File: src/rtl/mfhwt_pkg.sv
// Shared constants and state encoding for the mfhwt ping-pong buffer controllers.
package mfhwt_pkg;

    localparam int MFHWT_WIDTH = 640;
    localparam int MFHWT_ROWS  = 4;
    localparam int MFHWT_DW    = 16;

    localparam int COL_W = $clog2(MFHWT_WIDTH);
    localparam int ROW_W = $clog2(MFHWT_ROWS);

    typedef enum logic [1:0] {
        IDLE       = 2'd0,
        FILL       = 2'd1,
        WAIT_DRAIN = 2'd2
    } state_e;

endpackage

File: src/rtl/mfhwt_raster_cnt.sv
// Raster col/row counter with row wrap and bank-complete flag.
// iRestart forces col=row=0 for the current advance.
module mfhwt_raster_cnt
    import mfhwt_pkg::*;
#(
    parameter int WIDTH = MFHWT_WIDTH,
    parameter int ROWS  = MFHWT_ROWS,
    parameter int CW    = $clog2(WIDTH),
    parameter int RW    = $clog2(ROWS)
) (
    input  logic          iClk,
    input  logic          iRst,
    input  logic          iAdv,
    input  logic          iRestart,
    output logic [RW-1:0] oRow,
    output logic          oBankEnd
);

    logic [CW-1:0] col_q, col_d;
    logic [RW-1:0] row_q, row_d;
    logic [CW-1:0] col_eff;
    logic          row_end;

    assign col_eff  = iRestart ? '0 : col_q;
    assign oRow     = iRestart ? '0 : row_q;
    assign row_end  = (col_eff == CW'(WIDTH - 1));
    assign oBankEnd = row_end && (oRow == RW'(ROWS - 1));

    always_comb begin
        col_d = col_q;
        row_d = row_q;
        if (iAdv) begin
            if (row_end) begin
                col_d = '0;
                row_d = oBankEnd ? '0 : oRow + 1'b1;
            end else begin
                col_d = col_eff + 1'b1;
                row_d = oRow;
            end
        end
    end

    always_ff @(posedge iClk or posedge iRst) begin
        if (iRst) begin
            col_q <= '0;
            row_q <= '0;
        end else begin
            col_q <= col_d;
            row_q <= row_d;
        end
    end

endmodule

File: src/rtl/mfhwt_ppbuf_wrctrl.sv
// Write-side controller for the 640x4 ping-pong line buffer.
// Optional MFHWT_WRCTRL_SOF_EN: accepted iSof restarts the current bank at row 0, col 0.
module mfhwt_ppbuf_wrctrl
    import mfhwt_pkg::*;
#(
    parameter int WIDTH = MFHWT_WIDTH,
    parameter int ROWS  = MFHWT_ROWS,
    parameter int DW    = MFHWT_DW
) (
    input  logic              iClk,
    input  logic              iRst,
    input  logic              iValid,
    input  logic [DW-1:0]     iData,
    input  logic              iSof,
    input  logic [2*ROWS-1:0] iFull,
    input  logic [1:0]        iEmpty,
    output logic              oReady,
    output logic [DW-1:0]     oData,
    output logic [2*ROWS-1:0] oWrreq,
    output logic              oSelect,
    output logic [1:0]        oBankDone,
    output logic              oOverflow
);

    localparam int RW = $clog2(ROWS);

    state_e state_q, state_d;
    logic   bank_q, bank_d;

    logic [DW-1:0]     data_q, data_d;
    logic [2*ROWS-1:0] wrreq_q, wrreq_d;
    logic              sel_q;
    logic [1:0]        done_q, done_d;
    logic              ovf_q, ovf_d;

    logic          accept;
    logic          restart;
    logic          bank_end;
    logic          other_empty;
    logic [RW-1:0] row;
    logic [RW:0]   idx;

    assign oReady      = (state_q == FILL);
    assign accept      = iValid && oReady;
    assign other_empty = iEmpty[~bank_q];
    assign idx         = {bank_q, row};

`ifdef MFHWT_WRCTRL_SOF_EN
    assign restart = accept && iSof;
`else
    logic sof_unused;
    assign sof_unused = iSof;
    assign restart    = 1'b0;
`endif

    mfhwt_raster_cnt #(
        .WIDTH(WIDTH),
        .ROWS (ROWS)
    ) u_cnt (
        .iClk    (iClk),
        .iRst    (iRst),
        .iAdv    (accept),
        .iRestart(restart),
        .oRow    (row),
        .oBankEnd(bank_end)
    );

    always_comb begin
        state_d = state_q;
        bank_d  = bank_q;
        unique case (state_q)
            IDLE: begin
                if (iEmpty == 2'b11) state_d = FILL;
            end
            FILL: begin
                if (accept && bank_end) begin
                    if (other_empty) bank_d  = ~bank_q;
                    else             state_d = WAIT_DRAIN;
                end
            end
            WAIT_DRAIN: begin
                if (other_empty) begin
                    state_d = FILL;
                    bank_d  = ~bank_q;
                end
            end
            default: state_d = IDLE;
        endcase
    end

    // The write is issued even into a full row; only the sticky flag records it.
    always_comb begin
        data_d  = accept ? iData : data_q;
        wrreq_d = accept ? ((2*ROWS)'(1) << idx) : '0;
        done_d  = (accept && bank_end) ? (bank_q ? 2'b10 : 2'b01) : 2'b00;
        ovf_d   = ovf_q | (accept & iFull[idx]);
    end

    always_ff @(posedge iClk or posedge iRst) begin
        if (iRst) begin
            state_q <= IDLE;
            bank_q  <= 1'b0;
            data_q  <= '0;
            wrreq_q <= '0;
            sel_q   <= 1'b0;
            done_q  <= 2'b00;
            ovf_q   <= 1'b0;
        end else begin
            state_q <= state_d;
            bank_q  <= bank_d;
            data_q  <= data_d;
            wrreq_q <= wrreq_d;
            sel_q   <= bank_q;
            done_q  <= done_d;
            ovf_q   <= ovf_d;
        end
    end

    assign oData     = data_q;
    assign oWrreq    = wrreq_q;
    assign oSelect   = sel_q;
    assign oBankDone = done_q;
    assign oOverflow = ovf_q;

endmodule

File: config.mk
export PLATFORM = sky130hd
export DESIGN_NAME = mfhwt_ppbuf_wrctrl
export DESIGN_NICKNAME = d
export VERILOG_FILES = /design/src/rtl/mfhwt_pkg.sv /design/src/rtl/mfhwt_raster_cnt.sv /design/src/rtl/mfhwt_ppbuf_wrctrl.sv
export SDC_FILE = /design/constraint.sdc
export NUM_CORES = 1
export LEC_CHECK = 0
export ABC_CLOCK_PERIOD_IN_PS = 1900
export CAP_MARGIN = 20
export CORE_MARGIN = 5
export CORE_UTILIZATION = 55
export CTS_CLUSTER_SIZE = 14
export DETAILED_ROUTE_END_ITERATION = 12
export DONT_BUFFER_PORTS = 1
export GPL_TIMING_DRIVEN = 0
export PLACE_DENSITY = 0.7
export SYNTH_ARGS = -nofsm -noshare
export SYNTH_HDL_FRONTEND = slang
export SYNTH_SLANG_ARGS = --single-unit
export TNS_END_PERCENT = 20
File: constraint.sdc
create_clock -name iClk -period 1.9 [get_ports iClk]
set_clock_uncertainty 0.05 [all_clocks]
set_input_delay 0.095 -clock iClk [delete_from_list [all_inputs] [get_ports iClk]]
set_output_delay 0.095 -clock iClk [all_outputs]
set_load 0.02 [all_outputs]
Word level (Yosys, flattened, before mapping)
Cells that the tools add are included.
- bits in registers: 43
- output and inout bits: 29
- add/sub/neg operators: 2
- order comparisons: 2
- eq/ne operators: 9
- shift operators: 1
- multiplexer cells: 17
- bitwise gates (word level): 3
- reduce and logical (&&, ||, !) cells: 8
- operator list (operator ; number):
    $mux 2 ; 7
    $add 10x1->10 const B ; 1
    $eq 10x10->1 const B ; 1
    $mux 10 ; 1
    $mux 8 ; 1
    $shl 1x3->8 const A ; 1
    $eq 2x2->1 const B ; 3
    $ne 2x2->1 const B ; 3
    $pmux 2 s3 ; 1
    $mux 1 ; 5
    $lt 3x4->1 const B ; 1
    $reduce_and 2->1 ; 2
    $reduce_and 4->1 ; 1
    $bmux 1 s3 ; 1
    $logic_and 1x1->1 ; 3
    $add 2x1->2 const B ; 1
    $eq 2x1->1 const B ; 1
    $logic_not 2->1 ; 1
    $lt 1x2->1 const B ; 1
    $ne 2x1->1 const B ; 1
    $pmux 1 s2 ; 1
    $reduce_bool 2->1 ; 1
    $and 1x1->1 ; 1
    $not 1->1 ; 1
    $or 1x1->1 ; 1

Logic depth before layout (Yosys ltp)
- depth after elaboration: 6
- mapped depth: 5
- depth with buffers taken out: 5

Modules after synthesis
Synthesis repeated with hierarchy kept, for this count alone.
- cells, all modules: 172
- area total of the unflattened synthesis: 2073.2 µm²
- modules (own cells, without submodules) (module ; times used ; cells each ; area each (µm²) ; sequential area each (µm²)):
    mfhwt_ppbuf_wrctrl ; 1 ; 90 ; 1295.0 ; 775.7
    mfhwt_raster_cnt ; 1 ; 82 ; 778.2 ; 300.3

Worst setup path before layout
Ideal clock, no wire load.
- path kind: reg-to-reg
- start: register u_cnt.col_q[0]
- end: register u_cnt.row_q[1]
- arrival: 1391 ps
- path slack: 335 ps
- stages on the path, launching flop included: 6
- buffers on the path: 0
- period minus slack after synthesis: 1565 ps
- cells stage by stage: dfrtp_1 > ha_1 > and3_2 > nand4_1 > nor2_2 > mux2_2
- word-level cells in the longest chain between the ends: 3
- elaborated cells on any way between the ends: 4
- those cells by class: eq/ne (1); mux (1); reduce/logical (2)
- ends and longest elaborated chain (item ; line ; text):
    from (decl) ; mfhwt_raster_cnt.sv:19 ; logic [CW-1:0] col_q, col_d;
    from (signal assigned) ; mfhwt_raster_cnt.sv:48 ; col_q <= col_d;
    $eq 10x10->1 (*) ; mfhwt_raster_cnt.sv:26 ; assign row_end = (col_eff == CW'(WIDTH - 1));
    $logic_and 1x1->1 ; mfhwt_raster_cnt.sv:27 ; assign oBankEnd = row_end && (oRow == RW'(ROWS - 1));
    $mux 2 ; mfhwt_raster_cnt.sv:35 ; row_d = oBankEnd ? '0 : oRow + 1'b1;
    to (signal assigned) ; mfhwt_raster_cnt.sv:49 ; row_q <= row_d;
    to (decl) ; mfhwt_raster_cnt.sv:20 ; logic [RW-1:0] row_q, row_d;
Mark *: on every way between the ends. The rest lies on a longest branch, timed or not.
A chain may end at the register's enable or synchronous reset.

Worst setup path after layout
Ends and elaborated chain as after synthesis.

==> results.txt <==
----------------------------------------------------
[Worst setup path]
  Reg2reg start ... u_cnt.col_q[0]
  Dominant delay contributor by cell family on the critical path ... simple AND/OR/NAND/NOR gates
  CP Buf/Inv Count ... 0
  Worst endpoint required time ... approximately 2100 ps
  Critical path endpoint category ... flip-flop
  Slowest stage cell, crit path ... sky130_fd_sc_hd__dfrtp_1
  Worst Setup SP ... u_cnt.col_q[0]
  Largest incremental delay on the critical path ... between 400 and 500 ps
  Startpoint-to-endpoint class of the critical path ... flip-flop to flip-flop
  Worst Path Max Fanout ... 6
  Data arrival, critical path ... 1950 ps
  Ordered list of cells on the worst path ... ha_1, and3_2, nand4_1, nor2_2, mux2_2
  Crit path launch type ... flip-flop

[Outcome]
  Result of the run ... finished clean

[Global route]
  Total track usage ... between 15 and 20%
  Initial antenna violation count ... 0
  Number of global-route vias before repair ... between 1k and 1.5k
  First-pass GRT wire length ... ~6200 um
  Total global routing overflow ... 0
  Maximum number of pins on one net before global-route repair ... 44

[Synthesis]
  Largest family of logic cells by synthesized area ... simple AND/OR/NAND/NOR gates
  Xor and xnor fraction of the mapped netlist area ... between 3 and 4%
  FF+latch count, synth ... 43
  Mux cell area share after synthesis ... under 10%
  Count leader, synth ... sky130_fd_sc_hd__nand2_1
  Yosys synthesis warning count ... 0
  Async set-or-reset flop fraction in the synthesized netlist ... 100.0%
  Unique masters post-synth ... 33
  Number of nets produced by synthesis ... 211
  Most area-consuming cells after synthesis ... sky130_fd_sc_hd__dfrtp_1 (58%), sky130_fd_sc_hd__nand2_1 (11%), sky130_fd_sc_hd__ha_1 (3.4%)
  Share of the synthesized area in compound gates (AO/OA/AOI/OAI) ... ~2.7%
  Post-Syn Area per Cell ... approximately 11 um^2
  Area leader, netlist ... sky130_fd_sc_hd__dfrtp_1
  Synth Area in Simple Gates ... between 20% and 30%
  Post-synth EDFFs ... 0
  Summed instance area of the synthesized netlist ... 1848 um^2
  Most numerous cell types in the synthesized netlist ... sky130_fd_sc_hd__nand2_1 (56), sky130_fd_sc_hd__dfrtp_1 (43), sky130_fd_sc_hd__nor2_1 (9)
  Portion of the post-synthesis area used by sequential elements ... roughly three fifths
  Number of instances in the synthesized netlist ... between 150 and 200
  Synth Flop Type ... sky130_fd_sc_hd__dfrtp_1
  Arithmetic-cell share of the synthesized area counting full adders, half adders and majority gates ... under 10%
  Post-synth top area share ... between 50% and 60%

[Die]
  Floorplan die width ... approximately 68 um
  Floorplan core area ... between 3000 and 4000 um^2
  Initial Utilization ... between 50% and 60%
  Total Die Area ... ~4600 um^2
  Die extent in y ... 67.97 um
  IO Pins ... 59
  Rows ... 21

[STA]
  Slew headroom ... between 40 and 50%
  Post-route clock period utilization ... 92.66%
  Post-route worst hold slack ... just over 60 ps
  Total count of max-transition violations in the final report ... 0
  Setup repair after global routing missed its margin ... false
  Actual slew at the worst max-slew pin ... 849.1 ps
  Final hold violation count ... 0
  Number of failing setup endpoints in the final timing report ... 0
  Clock period minus final worst setup slack ... around 1800 ps
  Total Neg Setup Slack ... 0 ps
  Maximum frequency from static timing analysis ... about 0.57 GHz

[Final layout]
  Area growth syn-to-layout ... 17.87%
  Final net count ... about 240
  Area of the multi-input gates ... approximately 720 um^2
  Final std cells w/o fill ... 250
  Number of filler instances in the final layout ... approximately 270
  Fraction of final layout cells sized beyond drive strength 1 ... approximately a tenth
  Combined flip-flop and latch cell area ... roughly 1100 um^2
  Total inserted antenna cells ... 0

[Clock tree]
  Clock insertion delay at the later pin of the skew report ... 340 ps
  Clock-pin slew on the worst setup and hold paths ... 120 ps
  Clock Path Buffers ... 2
  Post CTS Setup Buffer Count ... 0
  Number of sinks on the clock net ... 43
  TritonCTS clock tree ... yes
  H-tree levels ... 2
  Post-CTS Resized ... 0
  Clock root buffer master ... sky130_fd_sc_hd__clkbuf_4
  CTS Buf Count ... 5
  Cts-stage hold buffer count ... 20

[Job]
  Max Cap Viol ... 0

[Route]
  WL per Instance ... ~15 um
  Residual DRC ... 0
  Vias after detailed routing ... between 1k and 1.5k
  Number of DRC markers after the initial detailed-route iteration ... 65
  First drt pass iteration count ... 4
  Number of nets with antenna violations after routing ... 0
  Total wire length after detailed routing ... approximately 3800 um
  Number of vias per cell after detailed routing ... around 5.3

[Place]
  Total instance count after detailed placement ... between 200 and 250
  Final weighted congestion of routability-driven global placement ... 0.7574
  HPWL Detailed ... between 2000 and 3000 um
  Total of buffers placed on input and output ports ... 0

[Min path]
  Hold Crit Start ... iFull[3]
  Class of the most critical hold timing path ... input port to flip-flop

[Power and ir drop]
  Cell area power density ... about 850 nW/um^2
  Static leakage ... roughly 1.1 nW
  Maximum vdd ir drop ... 0.3606 mV

----------------------------------------------------
-- flip-flops by register name (all words and copies together) (netlist names) --
signal / cells
u_cnt.col_q: 10
oSelect: 1
bank_q: 1
state_q: 2
oOverflow: 1
oData: 16
u_cnt.row_q: 2
oWrreq: 8
oBankDone: 2
-- worst register-to-register path, cell delays in order, from the launching register on --
cell and delay [ps]:
sky130_fd_sc_hd__dfrtp_1 430, sky130_fd_sc_hd__ha_1 190, sky130_fd_sc_hd__and3_2 250, sky130_fd_sc_hd__nand4_1 130, sky130_fd_sc_hd__nor2_2 250, sky130_fd_sc_hd__mux2_2 370
-- routing by layer --
layer  routed length [um]  part of all wire, %  GRT usage [%]
met1                 1463                   38          19.94
met2                 2040                   53          32.97
met3                  286                  7.5          6.404
met4                   40                  1.0          5.955
met5                    0                    0              0
-- layout make-up --
class | instances | share of cell area [%]
flip-flops and latches | 43 | 49.40
multi-input cells | 122 | 33.26
repair buffers | 20 | 9.190
clock buffers | 7 | 2.987
well taps | 46 | 2.642
plain buffers | 5 | 1.149
inverters | 6 | 1.034
clock inverters | 1 | 0.3446
-- per-stage QoR --
stage	utilization [%]	setup slack, ps	area (um^2)	total power (W)
final	66.32	139.4	2178	0.001857
after global routing	66.32	15.33	2178	0.001977
after CTS	66.32	137.7	2178	0.001883
after detailed placement	58.02	155.8	1906	0.001349
after global placement	58.02	202.3	1906	0.001327
after floorplan	-	334.7	1848	0.001288
-- cells in the final DEF (no fill, tap or decap), drive strengths merged, types with 2 or more instances in the layout --
cell type	instances
and2	5
and2b	2
and3	7
buf	5
clkbuf	7
dfrtp	43
dlygate4sd3	20
ha	5
inv	6
mux4	2
nand2	56
nand4	7
nor2	10
nor2b	2
o21ai	4
xnor2	7
-- power breakdown --
part	total [W]	switching [W]	internal [W]	leakage [nW]
Clock	0.000490	0.000274	0.000216	0.0375
Sequential	0.00115	0.000142	0.00101	0.534
Combinational	0.000219	0.000114	0.000105	0.508
Total	0.00186	0.000529	0.00133	1.08
-- cells by family after synthesis --
| logic type | Yosys count |
|---|---|
| mux | 3 |
| simple gates | 98 |
| compound gates | 8 |
| buf+inv | 11 |
| xor+xnor | 8 |
| flops | 43 |
| fa+ha+maj | 5 |
-- path summary, 6_finish.rpt --
path	cells past startpoint	to	slack, ps
worst max-delay path	5	u_cnt.row_q[1]	140
worst min-delay path	2	oOverflow	60
worst max register to register	5	u_cnt.row_q[1]	140
worst min register to register	1	u_cnt.col_q[6]	460
max in group asynchronous	2	u_cnt.col_q[5]	940
min in group asynchronous	2	oData[11]	330
Note: power is estimated with default switching activity, not from simulation.
